[config.mk]
export PLATFORM = sky130hd
export DESIGN_NAME = life_gen_ctrl
export DESIGN_NICKNAME = d
export VERILOG_FILES = /design/src/rtl/life_gen_ctrl.sv
export SDC_FILE = /design/constraint.sdc
export NUM_CORES = 1
export LEC_CHECK = 0
export ABC_AREA = 1
export CAP_MARGIN = 10
export CORE_MARGIN = 2
export CORE_UTILIZATION = 30
export CTS_CLUSTER_SIZE = 25
export DETAILED_ROUTE_END_ITERATION = 10
export PLACE_DENSITY = 0.64
export SLEW_MARGIN = 5
export SYNTH_ARGS = -nofsm -noshare
export SYNTH_HDL_FRONTEND = slang
export SYNTH_SLANG_ARGS = --single-unit
[constraint.sdc]
create_clock -name clk -period 2.7 [get_ports clk]
set_input_delay 0.27 -clock clk [delete_from_list [all_inputs] [get_ports clk]]
set_output_delay 0.27 -clock clk [all_outputs]
set_load 0.1 [all_outputs]
[src/rtl/life_gen_ctrl.sv]
// Generation sequencer for the Game-of-Life cell array: row-by-row pattern load,
// timed next-generation commit pulses with pause/single-step, and a generation limit.
//
// state | meaning
// IDLE  | waiting for a command; cmd_step commits one generation
// LOAD  | accepting pattern rows over row_valid/row_ready
// RUN   | free-running, one commit every cfg_period+1 cycles
// PAUSE | timer held; cmd_step commits one generation
module life_gen_ctrl #(
    parameter int ROWS  = 8,
    parameter int COLS  = 8,
    parameter int GEN_W = 16,
    parameter int DIV_W = 8,
    localparam int RW   = $clog2(ROWS)
) (
    input  logic             clk,
    input  logic             rst,
    input  logic [DIV_W-1:0] cfg_period,
    input  logic [GEN_W-1:0] gen_limit,
    input  logic             cmd_load,
    input  logic             cmd_run,
    input  logic             cmd_pause,
    input  logic             cmd_step,
    input  logic             row_valid,
    input  logic [COLS-1:0]  row_data,
    output logic             row_ready,
    output logic             arr_we,
    output logic [RW-1:0]    arr_row,
    output logic [COLS-1:0]  arr_wdata,
    output logic             arr_step,
    output logic [GEN_W-1:0] gen_count,
    output logic [1:0]       state,
    output logic             done
);

    localparam logic [1:0] S_IDLE  = 2'd0;
    localparam logic [1:0] S_LOAD  = 2'd1;
    localparam logic [1:0] S_RUN   = 2'd2;
    localparam logic [1:0] S_PAUSE = 2'd3;

    logic [RW-1:0]    row_idx;
    logic [DIV_W-1:0] timer;
    logic [GEN_W-1:0] gen_next;
    logic             limit_hit;
    logic             timer_exp;
    logic             row_last;

    assign gen_next  = gen_count + GEN_W'(1);
    assign limit_hit = (gen_limit != '0) && (gen_next == gen_limit);
    // ">=" lets a period lowered mid-run take effect immediately
    assign timer_exp = (timer >= cfg_period);
    assign row_last  = (row_idx == RW'(ROWS - 1));

    assign row_ready = (state == S_LOAD);
    assign arr_we    = row_valid & row_ready;
    assign arr_row   = row_idx;
    assign arr_wdata = row_data;

    always_ff @(posedge clk) begin
        if (rst) begin
            state     <= S_IDLE;
            row_idx   <= '0;
            timer     <= '0;
            gen_count <= '0;
            arr_step  <= 1'b0;
            done      <= 1'b0;
        end else begin
            arr_step <= 1'b0;
            done     <= 1'b0;
            case (state)
                S_IDLE: begin
                    if (cmd_load) begin
                        state     <= S_LOAD;
                        row_idx   <= '0;
                        gen_count <= '0;
                    end else if (cmd_run && !cmd_pause) begin
                        state <= S_RUN;
                        timer <= '0;
                    end else if (cmd_step && !cmd_pause) begin
                        arr_step  <= 1'b1;
                        gen_count <= gen_next;
                        done      <= limit_hit;
                    end
                end
                S_LOAD: begin
                    if (arr_we) begin
                        if (row_last) begin
                            state   <= S_IDLE;
                            row_idx <= '0;
                        end else begin
                            row_idx <= row_idx + RW'(1);
                        end
                    end
                end
                S_RUN: begin
                    if (cmd_load) begin
                        state     <= S_LOAD;
                        row_idx   <= '0;
                        gen_count <= '0;
                    end else if (cmd_pause) begin
                        state <= S_PAUSE;
                    end else if (timer_exp) begin
                        arr_step  <= 1'b1;
                        timer     <= '0;
                        gen_count <= gen_next;
                        done      <= limit_hit;
                        if (limit_hit) state <= S_PAUSE;
                    end else begin
                        timer <= timer + DIV_W'(1);
                    end
                end
                S_PAUSE: begin
                    if (cmd_load) begin
                        state     <= S_LOAD;
                        row_idx   <= '0;
                        gen_count <= '0;
                    end else if (cmd_run && !cmd_pause) begin
                        state <= S_RUN;
                    end else if (cmd_step && !cmd_pause) begin
                        arr_step  <= 1'b1;
                        gen_count <= gen_next;
                        done      <= limit_hit;
                    end
                end
                default: state <= S_IDLE;
            endcase
        end
    end

endmodule

# Word-level counts from Yosys, hierarchy flattened
# Index checks and enable logic that the tools add are counted.
totals:
  regBits: 31
  elab_cells: 84
classes:
  add_sub_neg: 3
  n_lt_le_gt_ge: 1
  n_eq_ne: 19
  muxes: 40
  n_bitwise: 1
  reduce_logical: 14
op_table:
  columns: ["op", "count"]
  rows:
  - ["$mux 16", 6]
  - ["$mux 8", 5]
  - ["$pmux 16 s2", 1]
  - ["$add 16x1->16 const B", 1]
  - ["$eq 16x16->1", 1]
  - ["$mux 2", 8]
  - ["$pmux 8 s2", 1]
  - ["$reduce_bool 16->1", 1]
  - ["$reduce_and 5->1", 3]
  - ["$mux 1", 12]
  - ["$mux 3", 3]
  - ["$ne 3x3->1 const B", 3]
  - ["$add 8x1->8 const B", 1]
  - ["$ge 8x8->1", 1]
  - ["$ne 2x2->1 const B", 4]
  - ["$ne 4x4->1 const B", 2]
  - ["$ne 2x1->1 const B", 3]
  - ["$ne 3x1->1 const B", 2]
  - ["$pmux 2 s3", 1]
  - ["$pmux 3 s2", 1]
  - ["$eq 2x2->1 const B", 2]
  - ["$pmux 1 s2", 2]
  - ["$reduce_bool 2->1", 2]
  - ["$add 3x1->3 const B", 1]
  - ["other kinds (9)", 11]

# Depth between registers and ports, before layout
depth:
  word_depth: 8
  mapped_depth: 17
  mapped_depth_nobuf: 17

# Worst setup path before layout
# OpenSTA, ideal clock, no wires.
synth_timing:
  path_kind: "reg-to-reg"
  start: "register state[0]"
  end: "register row_idx[2], in the netlist arr_row[2]"
  arrival_time_ps: 3014
  slack_ps: -385
  stages_incl_launch_ff: 6
  n_path_buf: 0
  synth_period_minus_slack_ps: 3085
  cell_sequence: "dfxtp_1 ha_1 nand2_1 inv_1 nand2_1 a21oi_1"
synth_between:
  elab_chain_len: 4
synth_lines:
  columns: ["element", "line_no", "rtl"]
  rows:
  - ["from (decl)", "32", "output logic [1:0] state,"]
  - ["from (signal assigned)", "61", "state <= S_IDLE;"]
  - ["from (signal assigned)", "73", "state <= S_LOAD;"]
  - ["from (signal assigned)", "77", "state <= S_RUN;"]
  - ["$eq 2x1->1", "54", "assign row_ready = (state == S_LOAD);"]
  - ["via row_ready", "26", "output logic row_ready,"]
  - ["$and 1x1->1", "55", "assign arr_we = row_valid & row_ready;"]
  - ["via arr_we", "27", "output logic arr_we,"]
  - ["$ne 2x1->1 (no line)", null, null]
  - ["$reduce_and 2->1 (no line)", null, null]
  - ["to (signal assigned)", "91", "row_idx <= row_idx + RW'(1);"]
  - ["to (decl)", "41", "logic [RW-1:0] row_idx;"]
# The timed path passes the listed nets, and every way through them passes these cells.
# A chain may end at the register's enable or synchronous reset.

# Worst setup path after layout
layout_timing:
  start: "register gen_count[1]"
  end: "register state[1]"
layout_between:
  elab_chain_len: 5
layout_lines:
  columns: ["element", "line_no", "rtl"]
  rows:
  - ["from (decl)", "31", "output logic [GEN_W-1:0] gen_count,"]
  - ["from (signal assigned)", "81", "gen_count <= gen_next;"]
  - ["from (signal assigned)", "105", "gen_count <= gen_next;"]
  - ["from (signal assigned)", "121", "gen_count <= gen_next;"]
  - ["$add 16x1->16", "48", "assign gen_next = gen_count + GEN_W'(1);"]
  - ["$eq 16x16->1", "49", "assign limit_hit = (gen_limit != '0) && (gen_next == gen_limit);"]
  - ["$logic_and 1x1->1", "49", null]
  - ["$ne 4x4->1 (no line)", null, null]
  - ["$reduce_and 5->1 (no line)", null, null]
# Every way passes these cells.

==> qor.yml <==
grt_max_degree: 31
avgSynthCellArea_um2: 6.42
die_w_um: 93.8
synth_cell_type_count: 30
yosys.area.top_type_share_pct: 25.6
antenna_found_initial: 0
synth_edf_count: 0
switching_share_pct: 57.5
placed_area_um2: 2980
async_reset_ff_share_pct: 0
cts_tree: "done"
syn-instance-count: 377
ys.flop_type: "dfxtp_1"
rows: 32
die_h_um: 93.8
num_vias: 2562
dp_hpwl_mm: 5.06
ant_nets: 0
grt_pass1_wl_mm: 10.7
pwr-share-seq_pct: 21.9
initial_utilization_pct: 31.2
crit_path_cell_trace: "ha_1 > nand2_1 > nor2_4 > nand2_1 > nand2_1 > nand2_1 > nand2_1 > nand2_1 > nand3b_1 > nor2_1 > nand3_1 > nand2_1 > nand2_2 > nor2_1 > nor2_1"
r2r_cells: 15
drtPass1Iterations: 4
antennaDiodeCount: 0
rsz0062_at_grt: "no"
finClkSkew_ns: 0.00838
drc: 0
synth_nets: 431
finalSetupTns_ns: 0
postLayoutSetupSlackWorst_ns: 0.438
whs_path_depth: 2
fin_area_um2: 3100
max_freq_mhz: 442
cp.required_ns: 2.88
critPathArrivalTime_ns: 2.45
netlist_top_cells_count: "89 x nand2_1, 57 x inv_1, 52 x nor2_1"
routed_wl_mm: 6.53
cpPeakStageDelay_ns: 0.42
clk_latency_ns: 0.29
yosysSeqAreaShare_pct: 25.6
setup_violations: 0
clk_path_buf_depth: 2
core-area_um2: 7770
ctsRootBufferMaster: "clkbuf_8"
wl_per_cell_um: 12.3
synth_area_leaders: "dfxtp_1 26%, nand2_1 14%, inv_1 8.8%, nor2_1 8.1%, ha_1 7.8%"
hold_violations: 0
io_pins: 72
postCtsSetupBuffers: 0
p_per_area_nw_per_um2: 1120
p_switching_mw: 1.99
maxCapViolations: 0
final_nets: 482
areaGrowthSynthToFinish_pct: 27.9
min_period_ns: 2.26
ys_warn_count: 0
gp_congestion: 0.861
cp_max_fo: 6
run_status: "complete, no violations"
yosysTopAreaCell: "dfxtp_1"
cp-start-kind: "flip-flop"
dp_slack_ns: 0.244
vias_per_cell: 4.82
internal_power_mw: 1.47
grt_pass1_vias: 2324
hp-class: "flip-flop to flip-flop"
drtIter0Drc: 124
p_clk_share_pct: 14.3
peakVddDrop_uv: 683
clk_pin_slew_ns: 0.07
cp_common_cell: "nand2_1"
worst_pin_slew_ns: 0.405
overflow: 0
drv_slew: 0
yosysMostFrequentCell: "nand2_1"
crit_slowest_cell: "dfxtp_1"
syn_area_um2: 2420
max_slew_margin_pct: 72.7
drive_gt1_share_pct: 12.1
die_area_um2: 8810
p_leak_nw: 1.43
grt_use_total_pct: 15.0
io_buffers: 55
cts_resized: 0
combinationalPowerShare_pct: 63.8
holdWs_ns: 0.491
htreeDepth: 2
crit_type: "flip-flop to flip-flop"
ys_ff_latch: 31
min_period_over_period_pct: 83.8
critPathCaptureType: "flip-flop"
cts_buffers: 5
ctsHoldBuffers: 0
clock-sinks: 31
## final cells by class
class                           count  area (um2)
Timing Repair Buffer               58         510
Inverter                           59         221
Sequential cell                    31         623
Clock buffer                        6        82.6
Multi-Input combinational cell    273        1500
Tap cell                          102         128
Clock inverter                      2        35.0
Fill cell                         835        4670
## path summary, 6_finish.rpt
kind,from,end,slack [ns]
setup / recovery,gen_count[1]$_SDFFE_PP0P_,state[1]$_SDFFE_PP0P_,0.44
hold / removal,arr_row[2]$_SDFFE_PP0P_,arr_row[2]$_SDFFE_PP0P_,0.49
setup reg to reg,gen_count[1]$_SDFFE_PP0P_,state[1]$_SDFFE_PP0P_,0.44
hold reg to reg,arr_row[2]$_SDFFE_PP0P_,arr_row[2]$_SDFFE_PP0P_,0.49
## cells in the final DEF, fill, tap and decap left out, types with 3 or more instances in the layout
master,count
nand2_2,3
a31oi_1,10
buf_4,28
nor2_2,3
xor2_1,9
ha_1,14
o21ai_0,8
a21oi_1,12
nand3_1,36
dfxtp_1,29
clkbuf_8,6
nand4_1,6
inv_1,57
nor2_1,52
clkdlybuf4s50_1,30
nand2_1,89
a211oi_1,14
## cells by family (layout without fill, tap and decap cells)
family | after synthesis | after routing | synth area share, %
AND/OR/NAND/NOR | 194 | 194 | 34.2
flip-flops | 31 | 31 | 25.6
adder cells (fa/ha/maj) | 15 | 15 | 7.75
AO/OA/AOI/OAI | 51 | 51 | 13.6
buffers and inverters | 73 | 125 | 12.7
XOR/XNOR | 13 | 13 | 6.15
## sequential cells by signal, indices dropped and copies added, names as in the netlist
signal and flops:
gen_count 16, timer 8, arr_step 1, state 2
done 1, arr_row 3
## power by group through the flow
stage | combinational (mW) | sequential [mW] | clock (mW)
2_1_floorplan | 0.987 | 1.58 | 0
3_3_place_gp | 2.18 | 0.765 | 0
3_5_place_dp | 2.21 | 0.765 | 0
4_1_cts | 2.21 | 0.758 | 0.506
5_1_grt | 2.38 | 0.781 | 0.521
6_report | 2.21 | 0.758 | 0.495
## critical path, delay by kind of cell, from the launching register on
kind | cells | cell delay, ns
flip-flops | 1 | 0.42
adder cells (fa/ha/maj) | 1 | 0.23
AND/OR/NAND/NOR | 14 | 1.52
## metrics by stage
| step | total power [mW] | utilization [%] | cells |
|---|---|---|---|
| after floorplan | 2.56 | - | 377 |
| after global placement | 2.95 | 38.3 | 523 |
| after detailed placement | 2.97 | 38.3 | 523 |
| after CTS | 3.48 | 39.9 | 531 |
| after global routing | 3.68 | 39.9 | 531 |
| final | 3.47 | 39.9 | 531 |
## per-layer routing
| layer | track usage (%) | up-vias | wire, um |
|---|---|---|---|
| met4 | 4.47 | 0 | 88 |
| met3 | 3.37 | 13 | 429 |
| met1 | 19.9 | 1151 | 3000 |
| met2 | 24.3 | 80 | 3010 |
| met5 | 0 | - | 0 |
| li1 | - | 1318 | - |
No activity file was read; power rests on OpenSTA's default activity.
